### config.mk
export PLATFORM = sky130hd
export DESIGN_NAME = projector_point_mux
export DESIGN_NICKNAME = d
export VERILOG_FILES = /design/src/rtl/projector_point_mux.sv
export SDC_FILE = /design/constraint.sdc
export NUM_CORES = 1
export LEC_CHECK = 0
export CAP_MARGIN = 15
export CORE_MARGIN = 2
export CORE_UTILIZATION = 55
export DETAILED_ROUTE_END_ITERATION = 6
export HOLD_SLACK_MARGIN = 0.15
export PLACE_DENSITY = 0.77
export REMOVE_ABC_BUFFERS = 1
export SYNTH_ARGS = -nofsm -noshare
export SYNTH_HDL_FRONTEND = slang
export SYNTH_SLANG_ARGS = --single-unit
### constraint.sdc
create_clock -name clk -period 5.8 [get_ports clk]
set_clock_uncertainty 0.2 [all_clocks]
set_input_delay 1.74 -clock clk [delete_from_list [all_inputs] [get_ports clk]]
set_output_delay 1.74 -clock clk [all_outputs]
set_load 0.02 [all_outputs]
### src/rtl/projector_point_mux.sv
// projector_point_mux: arbitrates N_SRC point producers into a FIFO that feeds the projector DAC and laser
module projector_point_mux #(
    parameter int N_SRC   = 4,
    parameter int SEL_W   = 2,
    parameter int COORD_W = 12,
    parameter int DATA_W  = 2*COORD_W+8,
    parameter int DEPTH   = 16
) (
    input  logic                      clk,
    input  logic                      reset,
    input  logic                      update,
    input  logic [SEL_W-1:0]          sel,
    input  logic [N_SRC*DATA_W-1:0]   src_data,
    input  logic [N_SRC-1:0]          src_valid,
    output logic [N_SRC-1:0]          src_ready,
    output logic [COORD_W-1:0]        DAC_x,
    output logic [COORD_W-1:0]        DAC_y,
    output logic                      DAC_start,
    output logic [2:0]                laser_rgb,
    output logic                      frame_done,
    output logic                      underrun,
    output logic [15:0]               underrun_count,
    output logic [$clog2(DEPTH):0]    fifo_level
);
    localparam int AW = $clog2(DEPTH);
    localparam logic [SEL_W:0] NSRC = (SEL_W+1)'(N_SRC);

    typedef enum logic {FLUSH, RUN} state_t;

    state_t              state_q;
    logic [SEL_W-1:0]    sel_q;
    logic [DATA_W-1:0]   mem_q [DEPTH];
    logic [AW-1:0]       wptr_q, rptr_q;
    logic [AW:0]         count_q, count_d;
    logic [COORD_W-1:0]  dac_x_q, dac_y_q;
    logic [2:0]          rgb_q;
    logic                dac_start_q, frame_done_q, underrun_q;
    logic [15:0]         underrun_count_q;
    logic                run, in_rng, full, rdy, wr, pop, under, flush;
    logic [DATA_W-1:0]   wdata, head;
    logic                unused_rsvd;

    assign run         = state_q == RUN;
    assign in_rng      = {1'b0, sel} < NSRC;
    // full is taken from the registered level, so a same-cycle pop never frees a slot for a write
    assign full        = count_q == (AW+1)'(DEPTH);
    assign rdy         = run && in_rng && !full;
    assign src_ready   = rdy ? N_SRC'(1) << sel : '0;
    assign wr          = |(src_valid & src_ready);
    assign pop         = update && run && in_rng && count_q != '0;
    assign under       = update && run && in_rng && count_q == '0;
    // a source switch empties the FIFO on the switching edge and again on the flush edge
    assign flush       = !run || sel != sel_q;
    assign head        = mem_q[rptr_q];
    assign unused_rsvd = ^head[4:1];
    assign count_d     = count_q + (AW+1)'(wr) - (AW+1)'(pop);

    assign DAC_x          = dac_x_q;
    assign DAC_y          = dac_y_q;
    assign DAC_start      = dac_start_q;
    assign laser_rgb      = rgb_q;
    assign frame_done     = frame_done_q;
    assign underrun       = underrun_q;
    assign underrun_count = underrun_count_q;
    assign fifo_level     = count_q;

    // pick the word of the selected producer
    always_comb begin
        wdata = '0;
        for (int i = 0; i < N_SRC; i++) if (SEL_W'(i) == sel) wdata = src_data[i*DATA_W +: DATA_W];
    end

    // point storage; no reset needed since the level gates every read
    always_ff @(posedge clk) if (wr) mem_q[wptr_q] <= wdata;

    // pointers and occupancy, cleared on reset and whenever a flush is due
    always_ff @(posedge clk) begin
        if (reset || flush) begin
            wptr_q  <= '0;
            rptr_q  <= '0;
            count_q <= '0;
        end else begin
            if (wr) wptr_q <= wptr_q + AW'(1);
            if (pop) rptr_q <= rptr_q + AW'(1);
            count_q <= count_d;
        end
    end

    // FLUSH/RUN mode control with registered DAC, laser and status outputs
    always_ff @(posedge clk) begin
        if (reset) begin
            state_q          <= FLUSH;
            sel_q            <= sel;
            dac_x_q          <= '0;
            dac_y_q          <= '0;
            rgb_q            <= '0;
            dac_start_q      <= 1'b0;
            frame_done_q     <= 1'b0;
            underrun_q       <= 1'b0;
            underrun_count_q <= '0;
        end else begin
            dac_start_q  <= update;
            frame_done_q <= pop && head[0];
            underrun_q   <= under;
            if (under && underrun_count_q != 16'hFFFF) underrun_count_q <= underrun_count_q + 16'd1;
            if (pop) begin
                dac_x_q <= head[DATA_W-1 -: COORD_W];
                dac_y_q <= head[DATA_W-1-COORD_W -: COORD_W];
                rgb_q   <= head[7:5];
            end else if (!run || update) begin
                rgb_q   <= '0;
            end
            if (!run) begin
                state_q <= RUN;
            end else if (sel != sel_q) begin
                sel_q   <= sel;
                state_q <= FLUSH;
            end
        end
    end
endmodule

Word-level counts from Yosys, hierarchy flattened

Memory sizes are Yosys's and may differ from the RTL's. A register that Yosys moved wholly into a read port is not among the register bits.
Index checks and enable logic that the tools add are counted.

Add/sub/neg operators: 5
Equality and inequality tests: 6
Shift operators: 1
Multiplexer cells: 16
Bitwise operators: 1
Reductions and logical operators: 19

Operators by type and width:

| cell                                                                 | number |
|---|---|
| 32-bit 2-to-1 mux                                                    | 4 |
| 16-bit by 1-bit adder with 16-bit output, second input constant      | 1 |
| 16-bit inequality test, second input constant                        | 1 |
| 4-bit 2-to-1 mux                                                     | 3 |
| 4-bit by 1-bit adder with 4-bit output, second input constant        | 2 |
| 1-bit logical AND                                                    | 6 |
| 2-bit 2-to-1 mux                                                     | 3 |
| 3-bit 2-to-1 mux                                                     | 2 |
| 2-bit nonzero test                                                   | 3 |
| 5-bit by 1-bit adder with 5-bit output                               | 1 |
| 5-bit equality test, second input constant                           | 1 |
| 5-bit logical NOT                                                    | 1 |
| 5-bit nonzero test                                                   | 1 |
| 5-bit by 1-bit subtractor with 5-bit output                          | 1 |
| 4-bit AND                                                            | 1 |
| 2-bit equality test, first input constant                            | 2 |
| 1-bit 2-to-1 mux                                                     | 4 |
| 4-bit OR reduction                                                   | 1 |
| 1-bit by 2-bit << shifter with 4-bit output, first input constant    | 1 |
| 1-bit logical OR                                                     | 3 |
| 1-bit by 2-bit equality test with 1-bit output, first input constant | 1 |
| 1-bit logical NOT                                                    | 2 |
| 2-bit logical NOT                                                    | 1 |
| 2-bit inequality test                                                | 1 |
| 2-bit AND reduction                                                  | 1 |

Bits in registers: 62
Bits in writable memories: 512
Input bits: 137
Logic and storage cells: 61
Memories kept: 1

Memories:

| memory | depth | width | read ports | clocked after Yosys merged registers in | wr ports | line | RTL |
|---|---|---|---|---|---|---|---|
| mem_q  | 16    | 32    | 1          | 1                                       | 1        | 32   | `logic [DATA_W-1:0] mem_q [DEPTH];` |

Longest topological paths before layout

Gate-level depths: netlist of run 1.

Word-level depth: 8
Mapped depth: 16
Gate-level depth less buffers: 14

Least setup slack after synthesis of run 1

Ideal clock, no wire load.

Path kind: input-to-reg
Start point: input port sel[0]
End point: memory mem_q[11][0] in the netlist's numbering, enable pin
Data arrival time: 4.402 ns
Setup slack: 0.750 ns
Stages on the path: 4
Cell sequence: buf_2 -> mux4_2 -> nand4_1 -> nor3_1

Word-level cells in the longest chain between the ends: 6

Ends and longest elaborated chain:

| what                                        | line | RTL |
|---|---|---|
| start: declaration                          | 12   | `input logic [SEL_W-1:0] sel,` |
| 1-bit by 2-bit << shifter with 4-bit output | 48   | `assign src_ready = rdy ? N_SRC'(1) << sel : '0;` |
| 4-bit 2-to-1 mux                            | 48   |  |
| 4-bit AND                                   | 49   | `assign wr = \|(src_valid & src_ready);` |
| 4-bit OR reduction                          | 49   |  |
| 1-bit 2-to-1 mux                            | 74   | `always_ff @(posedge clk) if (wr) mem_q[wptr_q] <= wdata;` |
| 1-bit 2-to-1 mux (not written as such)      | 74   |  |
| end: declaration                            | 32   |  |

No other way between the ends.

Worst setup path in the final report of run 1

Start point: input port sel[1]
End point: output port src_ready[2]

Word-level cells in the longest chain between the ends: 2

Ends and longest elaborated chain:

| what                                        | line | RTL |
|---|---|---|
| 1-bit by 2-bit << shifter with 4-bit output | 48   |  |
| 4-bit 2-to-1 mux                            | 48   |  |
| end: declaration                            | 15   | `output logic [N_SRC-1:0] src_ready,` |

No other way between the ends.

==> flow_summary_export.csv, run 1 <==
group,metric,value,unit
cells_and_area,fillerInstances,2466,
grt,grt_pass1_vias,11940,
setup_path,start_kind,"primary input",
cells_and_area,seqCellArea,0.01480,mm^2
cells_and_area,syn_to_final_growth,19.02,%
timing,timing.slew.headroom,33.31,%
route,route.vias.total,11920,
cells_and_area,final_net_count,1496,
route,drc_errors,0,
clock_tree,clk_latency,0.57,ns
yosys,syn_area_per_cell,17.82,um^2
route,wl_per_cell,25.12,um
clock_tree,cts.repair.resized,0,
yosys,ys.flop_type,"edfxtp_1",
floorplan,die_area,0.03932,mm^2
floorplan,rows,71,
yosys,synth_top_family_by_area,"multiplexers",
clock_tree,cts.path.max_buffers,3,
floorplan,die_x,198.3,um
placed_design,hpwl,25420,um
yosys,ys_ff_latch,514,
route,viasPerCell,6.278,
yosys,synth_xor_area_share,0.4218,%
status,status,"completed",
yosys,synth_simple_gate_area_share,5.544,%
timing,worst_pin_slew,0.9979,ns
cells_and_area,final_common_cell,"edfxtp_1",
yosys,ys_types,46,
cells_and_area,final_util,66.08,%
min_path,hold_depth,2,
yosys,ys_warn_count,0,
route,antenna_left,0,
grt,antenna_found_initial,0,
yosys,netlist_area,0.02076,mm^2
yosys,synth_area_leaders,"edfxtp_1 65%, mux4_2 9.9%, dfxtp_1 6.2%",
yosys,ys_seq_area_share,71.25,%
route,drt-total-wl,47670,um
setup_path,path_class,"in2out",
floorplan,die_height,198.3,um
timing,drv_slew,0,
yosys,synth_edf_count,450,
setup_path,rr_worst_depth,14,
clock_tree,cts_htree_levels,2,
cells_and_area,antennaDiodeCount,0,
cells_and_area,multiInputGateArea,0.005530,mm^2
flow_run,cap_violations,0,
timing,hold_slack,0.2968,ns
yosys,muxShareOfSynthArea,15.11,%
route,drt-pass1-iter-count,5,
clock_tree,cts_hold_buf,0,
grt,grt_pass1_wl,70880,um
min_path,hp-class,"reg2reg",
setup_path,worstSetupEndpointType,"output pin",
floorplan,coreArea,0.03740,mm^2
power_and_ir_drop,power,0.007637,W
timing,finalCriticalPeriod,5.052,ns
setup_path,crit_arrival,3.11,ns
clock_tree,cts_tree,"yes",
grt,overflow,0,
cells_and_area,drive_above_1_share,16.51,%
setup_path,cp_max_fo,18,
yosys,synth_compound_area_share,4.459,%
placed_design,place.gp.congestion,0.7388,
placed_design,io_buffer_count,175,
route,dr.first_iter.drc_count,1154,
clock_tree,root_buffer,"clkbuf_16",
clock_tree,cts.sinks,514,
floorplan,initial_core_util,55.52,%
clock_tree,cts.clk_slew.worst_paths,0.06,ns
setup_path,reg2reg_from,"fifo_level[3]",
floorplan,pin_count,192,
cells_and_area,final_cell_mix,"450 x edfxtp_1, 172 x clkdlybuf4s50_1, 102 x mux2i_1, 91 x mux4_2, 62 x dfxtp_1",
yosys,synthArstFlopShare,0,%
timing,rsz0062_at_grt,"false",
clock_tree,cts_setup_buffers,0,
power_and_ir_drop,p_leak,7.546,nW
setup_path,r2r_slack,2.39,ns
clock_tree,cts_made_buffers,50,
power_and_ir_drop,max-vdd-ir-drop,209.2,uV
setup_path,crit_start,"sel[1]",
grt,track_usage,24.57,%
min_path,hold_path_startpoint,"underrun_count[14]",
power_and_ir_drop,p_per_area,309.0,mW/mm^2
timing,hold_viol,0,
yosys,yosysTopAreaCell,"edfxtp_1",
grt,grt_max_degree,77,
setup_path,cp.required,3.86,ns
timing,fin_setup_tns,0,ns
yosys,syn_inst,1165,
timing,setup_viol,0,
yosys,yosysTopAreaCellShare,65.08,%
timing,timing.fmax,0.1979,GHz
timing,period_share,87.10,%
yosys,synth_fa_ha_area_share,0.8195,%
-- logic make-up (layout without fill, tap and decap cells) --
logic type | Yosys count | in the layout
DFF | 514 | 514
xor gates and xnor gates | 10 | 10
buffers and inverters | 97 | 319
AOI/OAI and AO/OA | 135 | 135
adders and majority gates | 13 | 13
muxes | 199 | 199
and+or+nand+nor | 197 | 197
-- through the flow --
step / cell area, um^2 / setup WS, ns / std cells
3_3_place_gp: 23050 / 0.7583 / 1805
4_1_cts: 24710 / 0.7049 / 1898
5_1_grt: 24710 / 0.6792 / 1898
2_1_floorplan: 20330 / -1.667 / 1084
6_report: 24710 / 0.7480 / 1898
3_5_place_dp: 23050 / 0.7049 / 1805
-- synth_stat cells, types with 6 or more instances --
cell / n
a21oi_1: 41
a22oi_1: 53
and3_1: 14
buf_1: 7
buf_2: 19
buf_4: 7
buf_6: 11
clkbuf_1: 37
dfxtp_1: 64
edfxtp_1: 450
ha_1: 12
inv_1: 16
mux2_2: 6
mux2i_1: 102
mux4_2: 91
nand2_1: 13
nand3_1: 10
nand4_1: 9
nor2_1: 49
nor2b_1: 9
nor4_1: 30
o21ai_0: 7
o31ai_1: 6
o41ai_1: 26
or4_1: 30
xnor2_1: 8
-- critical path, cell delays in order --
cell and delay, ns:
buf_2 0.44, nor3b_1 0.28, clkdlybuf4s50_1 0.64
-- layout make-up --
cell class                      count  share of cell area (%)
Clock buffer                       60                   5.463
Sequential cell                   514                   59.89
Inverter                           16                  0.2430
Multi-Input combinational cell    554                   22.38
Clock inverter                     33                   1.251
Timing Repair Buffer              210                   8.192
Tap cell                          511                   2.587
-- final timing paths --
kind	end
hold / removal	underrun_count[14]
setup / recovery	src_ready[2]
hold reg to reg	underrun_count[14]
setup reg to reg	fifo_level[4]
-- layer usage --
metal	global-route usage (%)	share of wire (%)	up-vias
li1	-	-	5129
met1	31.64	38	6126
met2	42.79	52	560
met3	4.037	7.6	100
met4	8.048	2.8	0
met5	0	0	-
-- power breakdown --
part           internal (W)  total (W)  switching [W]  leakage [nW]
combinational      0.000130   0.000296       0.000166          2.16
sequential          0.00409    0.00410     0.00000808          4.57
clock               0.00188    0.00324        0.00136         0.819
-- state kept, by name (all words and copies together), names as in the netlist, named ones only --
| register | cells |
|---|---|
| mem_q | 448 |
| underrun_count | 16 |
| DAC_x | 12 |
| DAC_y | 12 |
| fifo_level | 5 |
| rptr_q | 4 |
| wptr_q | 4 |
| laser_rgb | 3 |
| sel_q | 2 |
| DAC_start | 1 |
| frame_done | 1 |
| run | 1 |
| underrun | 1 |
Power figures use the tool's default switching activity.
==> run 2: changes to the inputs <==
Settings changed: CELL_PAD_IN_SITES_DETAIL_PLACEMENT set to 1, CELL_PAD_IN_SITES_GLOBAL_PLACEMENT set to 1, CORE_UTILIZATION 55 to 49, PLACE_DENSITY 0.77 to not set, PLACE_DENSITY_LB_ADDON set to 0.1.
==> run 2 against run 1 <==
Sequential power about the same. Utilization decreased by 7.1 points. Routed wire length is 9.1% higher. Total power shrank 2.0%. Hold slack gained 0.00081 ns. Setup slack worse by 0.033 ns. First-iteration DRC count is 23% lower. Maximum frequency is 0.64% lower. Sequential share of layout area rose by 0.073 points. Global-route usage shrank 0.23 points. Critical path type unchanged.
==> flow_summary_export.csv, run 2 (synthesized netlist as in run 1, its figures left out) <==
group,metric,value,unit
clock_tree,cts.repair.resized,0,
floorplan,initial_core_util,49.61,%
floorplan,rows,75,
clock_tree,cts.sinks,514,
power_and_ir_drop,p_leak,7.476,nW
cells_and_area,seqCellArea,0.01480,mm^2
floorplan,coreArea,0.04185,mm^2
setup_path,reg2reg_from,"fifo_level[3]",
timing,timing.fmax,0.1967,GHz
placed_design,postPlaceCellArea,0.02314,mm^2
grt,grt_pass1_wl,79020,um
setup_path,r2r_slack,2.40,ns
setup_path,rr_worst_depth,14,
cells_and_area,final_common_cell,"edfxtp_1",
route,viasPerCell,6.148,
clock_tree,root_buffer,"clkbuf_16",
min_path,hp-class,"reg2reg",
setup_path,worstSetupEndpointType,"output pin",
route,drt-pass1-iter-count,5,
placed_design,place.gp.congestion,0.7299,
min_path,hold_path_startpoint,"DAC_x[6]",
grt,overflow,0,
power_and_ir_drop,max-vdd-ir-drop,210.3,uV
clock_tree,clk_latency,0.60,ns
grt,grt_max_degree,71,
placed_design,hpwl,29140,um
power_and_ir_drop,power,0.007487,W
setup_path,r2r_end,"fifo_level[4]",
route,route.vias.total,11850,
setup_path,cp.required,3.86,ns
timing,setup_viol,0,
cells_and_area,largest_reg_flops,448,
route,drc_errors,0,
setup_path,path_class,"in2out",
floorplan,die_x,209.9,um
cells_and_area,syn_to_final_growth,18.87,%
status,status,"completed",
cells_and_area,final_area,0.02468,mm^2
clock_tree,cts_made_buffers,53,
floorplan,pin_count,192,
setup_path,start_kind,"primary input",
cells_and_area,final_cell_mix,"450 x edfxtp_1, 172 x clkdlybuf4s50_1, 102 x mux2i_1, 91 x mux4_2, 62 x dfxtp_1",
floorplan,die_height,209.9,um
cells_and_area,fillerInstances,3750,
timing,period_share,87.66,%
cells_and_area,antennaDiodeCount,0,
route,wl_per_cell,26.97,um
clock_tree,cts_tree,"yes",
placed_design,dp_slack,0.6346,ns
cells_and_area,drive_above_1_share,15.33,%
cells_and_area,multiInputGateArea,0.005532,mm^2
cells_and_area,largest-register,"mem_q",
floorplan,die_area,0.04404,mm^2
power_and_ir_drop,p_per_area,303.3,mW/mm^2
clock_tree,cts.clk_slew.worst_paths,0.06,ns
timing,timing.final.ws_setup,0.7155,ns
grt,antenna_found_initial,1,
min_path,hold_depth,2,
timing,worst_pin_slew,1.129,ns
flow_run,cap_violations,0,
timing,timing.slew.headroom,24.57,%
clock_tree,cts_hold_buf,0,
timing,drv_slew,0,
min_path,holdPathEnd,"DAC_x[6]",
setup_path,cp_max_fo,17,
route,antenna_left,0,
grt,track_usage,24.34,%
timing,finalCriticalPeriod,5.084,ns
timing,rsz0062_at_grt,"false",
grt,grt_pass1_vias,12830,
clock_tree,cts_htree_levels,2,
cells_and_area,final_net_count,1497,
timing,hold_viol,0,
clock_tree,cts_setup_buffers,0,
timing,fin_setup_tns,0,ns
route,dr.first_iter.drc_count,894,
clock_tree,cts.path.max_buffers,3,
placed_design,io_buffer_count,175,
setup_path,crit_arrival,3.14,ns
route,drt-total-wl,51990,um
## run 2: per-layer routing
layer  up-vias  global-route usage (%)  part of all wire [%]
li1       5139                       -                     -
met1      6269                   32.40                    42
met2       344                   41.83                    51
met3       102                   3.367                   5.0
met4         0                   7.679                   2.5
met5         -                       0                     0
## run 2: cell type report
type	count	area share, %
sequential	514	59.96
multi-input combinational	554	22.41
timing repair buffer	208	8.395
clock buffer	83	5.870
tap	539	2.732
clock inverter	14	0.3903
inverter	16	0.2433
## run 2: critical path, stage by stage
cell             delay (ns)
buf_2                  0.50
nor3b_1                0.27
clkdlybuf4s50_1        0.64
## run 2: metrics by stage
step / cells / utilization (%) / hold slack, ns
CTS: 1928 / 58.97 / 0.3003
global placement: 1831 / 55.28 / 0.2829
finish: 1928 / 58.97 / 0.2976
detailed placement: 1831 / 55.28 / 0.2923
floorplan: 1084 / - / 0.2851
global route: 1928 / 58.97 / 0.3166
## run 2: where the power goes
group	switching, W	internal [W]	leakage (nW)
Sequential	0.00000847	0.00409	4.57
Combinational	0.000170	0.000131	2.16
Clock	0.00137	0.00172	0.741
## run 2: worst max-delay path by stage
stage | from | endpoint | slack [ns]
2_1_floorplan | register | DAC_x[0] | -1.67
5_1_grt | sel[0] | src_ready[1] | 0.60
3_5_place_dp | sel[0] | src_ready[1] | 0.63
6_report | sel[0] | src_ready[1] | 0.72
4_1_cts | sel[0] | src_ready[1] | 0.63
3_3_place_gp | sel[0] | src_ready[3] | 0.67
==> run 3: changes to the inputs <==
Settings changed: REMOVE_ABC_BUFFERS 1 to not set.
==> run 3 against run 2 <==
Sequential power barely moved. Hold slack better by 0.0022 ns. Critical path type unchanged. Routed wire length increased by 2.4%. Combinational power up 4%. Non-clock buffer count increased by 5. Clock power grew 3%.
==> flow_summary_export.csv, run 3 (synthesized netlist as in run 1, its figures left out) <==
group,metric,value,unit
status,status,"completed",
timing,worst_pin_slew,1.067,ns
cells_and_area,final_common_cell,"edfxtp_1",
floorplan,rows,75,
cells_and_area,largest_reg_flops,448,
route,route.vias.total,11810,
clock_tree,cts_hold_buf,0,
timing,period_share,85.48,%
timing,rsz0062_at_grt,"false",
timing,timing.final.ws_setup,0.8420,ns
floorplan,die_x,209.9,um
floorplan,die_height,209.9,um
cells_and_area,largest-register,"mem_q",
setup_path,cp.required,3.86,ns
route,viasPerCell,6.108,
clock_tree,cts.repair.resized,0,
setup_path,critPathMaxStageDelay,0.64,ns
setup_path,slowest_stage,"clkdlybuf4s50_1",
setup_path,crit_arrival,3.02,ns
setup_path,crit_family,"buffers and inverters",
clock_tree,cts.sinks,514,
grt,overflow,0,
clock_tree,clk_latency,0.59,ns
power_and_ir_drop,p_sw_share,20.43,%
timing,setup_viol,0,
timing,hold_slack,0.2998,ns
grt,grt_max_degree,54,
clock_tree,cts.clk_slew.worst_paths,0.06,ns
clock_tree,cts_htree_levels,2,
route,drt-pass1-iter-count,5,
cells_and_area,drive_above_1_share,16.07,%
cells_and_area,fillerInstances,3726,
timing,timing.fmax,0.2017,GHz
flow_run,cap_violations,0,
grt,grt_pass1_vias,12550,
cells_and_area,multiInputGateArea,0.005535,mm^2
cells_and_area,syn_to_final_growth,19.14,%
setup_path,cp_max_fo,19,
setup_path,worstSetupEndpointType,"output pin",
yosys,syn_nets,1315,
clock_tree,cts_tree,"yes",
clock_tree,root_buffer,"clkbuf_16",
cells_and_area,antennaDiodeCount,0,
power_and_ir_drop,pwr-share-seq,53.9,%
setup_path,crit_chain,"buf_2 -> nor3b_1 -> clkdlybuf4s50_1",
floorplan,die_area,0.04404,mm^2
power_and_ir_drop,p_leak,7.530,nW
power_and_ir_drop,internal_power,0.006050,W
route,drc_errors,0,
power_and_ir_drop,p_per_area,307.3,mW/mm^2
cells_and_area,final_net_count,1501,
placed_design,io_buffer_count,175,
timing,timing.slew.headroom,28.69,%
power_and_ir_drop,combPwrFrac,4.1,%
floorplan,initial_core_util,49.61,%
route,wl_per_cell,27.55,um
grt,antenna_found_initial,0,
clock_tree,cts.path.max_buffers,3,
route,dr.first_iter.drc_count,812,
placed_design,dp_slack,0.8138,ns
route,antenna_left,0,
grt,grt_pass1_wl,79060,um
timing,hold_viol,0,
clock_tree,cts_setup_buffers,0,
timing,finalCriticalPeriod,4.958,ns
power_and_ir_drop,pwr-share-clk,42.0,%
power_and_ir_drop,switchingPower,0.001553,W
timing,fin_setup_tns,0,ns
setup_path,start_kind,"primary input",
timing,drv_slew,0,
cells_and_area,final_util,59.11,%
setup_path,timing.critical_path.buf_inv,2,
cells_and_area,seqCellArea,0.01480,mm^2
setup_path,path_class,"in2out",
grt,track_usage,24.63,%
clock_tree,cts_made_buffers,52,
placed_design,place.gp.congestion,0.7311,
min_path,hp-class,"reg2reg",
cells_and_area,final_cell_mix,"450 x edfxtp_1, 172 x clkdlybuf4s50_1, 102 x mux2i_1, 91 x mux4_2, 62 x dfxtp_1",
placed_design,hpwl,30520,um
power_and_ir_drop,max-vdd-ir-drop,187.5,uV
floorplan,coreArea,0.04185,mm^2
route,drt-total-wl,53260,um
floorplan,pin_count,192,
run 3: changes by cell type in the layout (fill, tap and decap cells not counted), sizes merged:
cell	change
buf	+5
bufinv	+3
clkbuf	-16
clkinv	+12
inv	+1
run 3: through the flow:
step           total power [W]  area (um^2)  cells
2_1_floorplan         0.004320        20760   1165
3_3_place_gp          0.004475        23130   1836
3_5_place_dp          0.004491        23130   1836
4_1_cts               0.007667        24740   1933
5_1_grt               0.007822        24740   1933
6_report              0.007603        24740   1933
run 3: final timing paths:
kind | startpoint | endpoint | slack (ns) | cells after the start
setup / recovery | sel[1] | src_ready[2] | 0.84 | 3
hold / removal | underrun_count[10] | underrun_count[10] | 0.30 | 2
setup reg to reg | fifo_level[2] | fifo_level[4] | 2.54 | 14
hold reg to reg | underrun_count[10] | underrun_count[10] | 0.30 | 2
run 3: worst reg2reg max path, stage by stage, from the launching register on:
cell,delay (ns)
dfxtp_1,0.33
inv_1,0.09
ha_1,0.17
or4bb_1,0.50
and3_1,0.23
inv_1,0.06
ha_1,0.22
inv_1,0.06
ha_1,0.15
inv_1,0.06
fa_1,0.42
nand2b_1,0.16
a21oi_1,0.22
nor3_1,0.08
nor3b_1,0.21
run 3: layer usage:
layer  track usage, %  part of all wire (%)  up-vias
met5                0                     0        -
met4            7.043                   2.7        0
met3            4.758                   5.5       92
met2            43.16                    51      377
met1            31.40                    40     6210
li1                 -                     -     5127
run 3: final cells by class:
| cell class | instances | area share (%) |
|---|---|---|
| Clock buffer | 67 | 5.654 |
| Clock inverter | 30 | 0.8547 |
| Inverter | 16 | 0.2428 |
| Multi-Input combinational cell | 554 | 22.38 |
| Sequential cell | 514 | 59.82 |
| Tap cell | 539 | 2.726 |
| Timing Repair Buffer | 213 | 8.325 |
run 3: power groups by stage:
stage / registers, W / clock network (W) / logic [W]
6_report: 0.00410 / 0.00319 / 0.000312
5_1_grt: 0.00410 / 0.00339 / 0.000336
4_1_cts: 0.00410 / 0.00325 / 0.000314
3_5_place_dp: 0.00418 / 0 / 0.000313
3_3_place_gp: 0.00418 / 0 / 0.000299
2_1_floorplan: 0.00418 / 0 / 0.000143
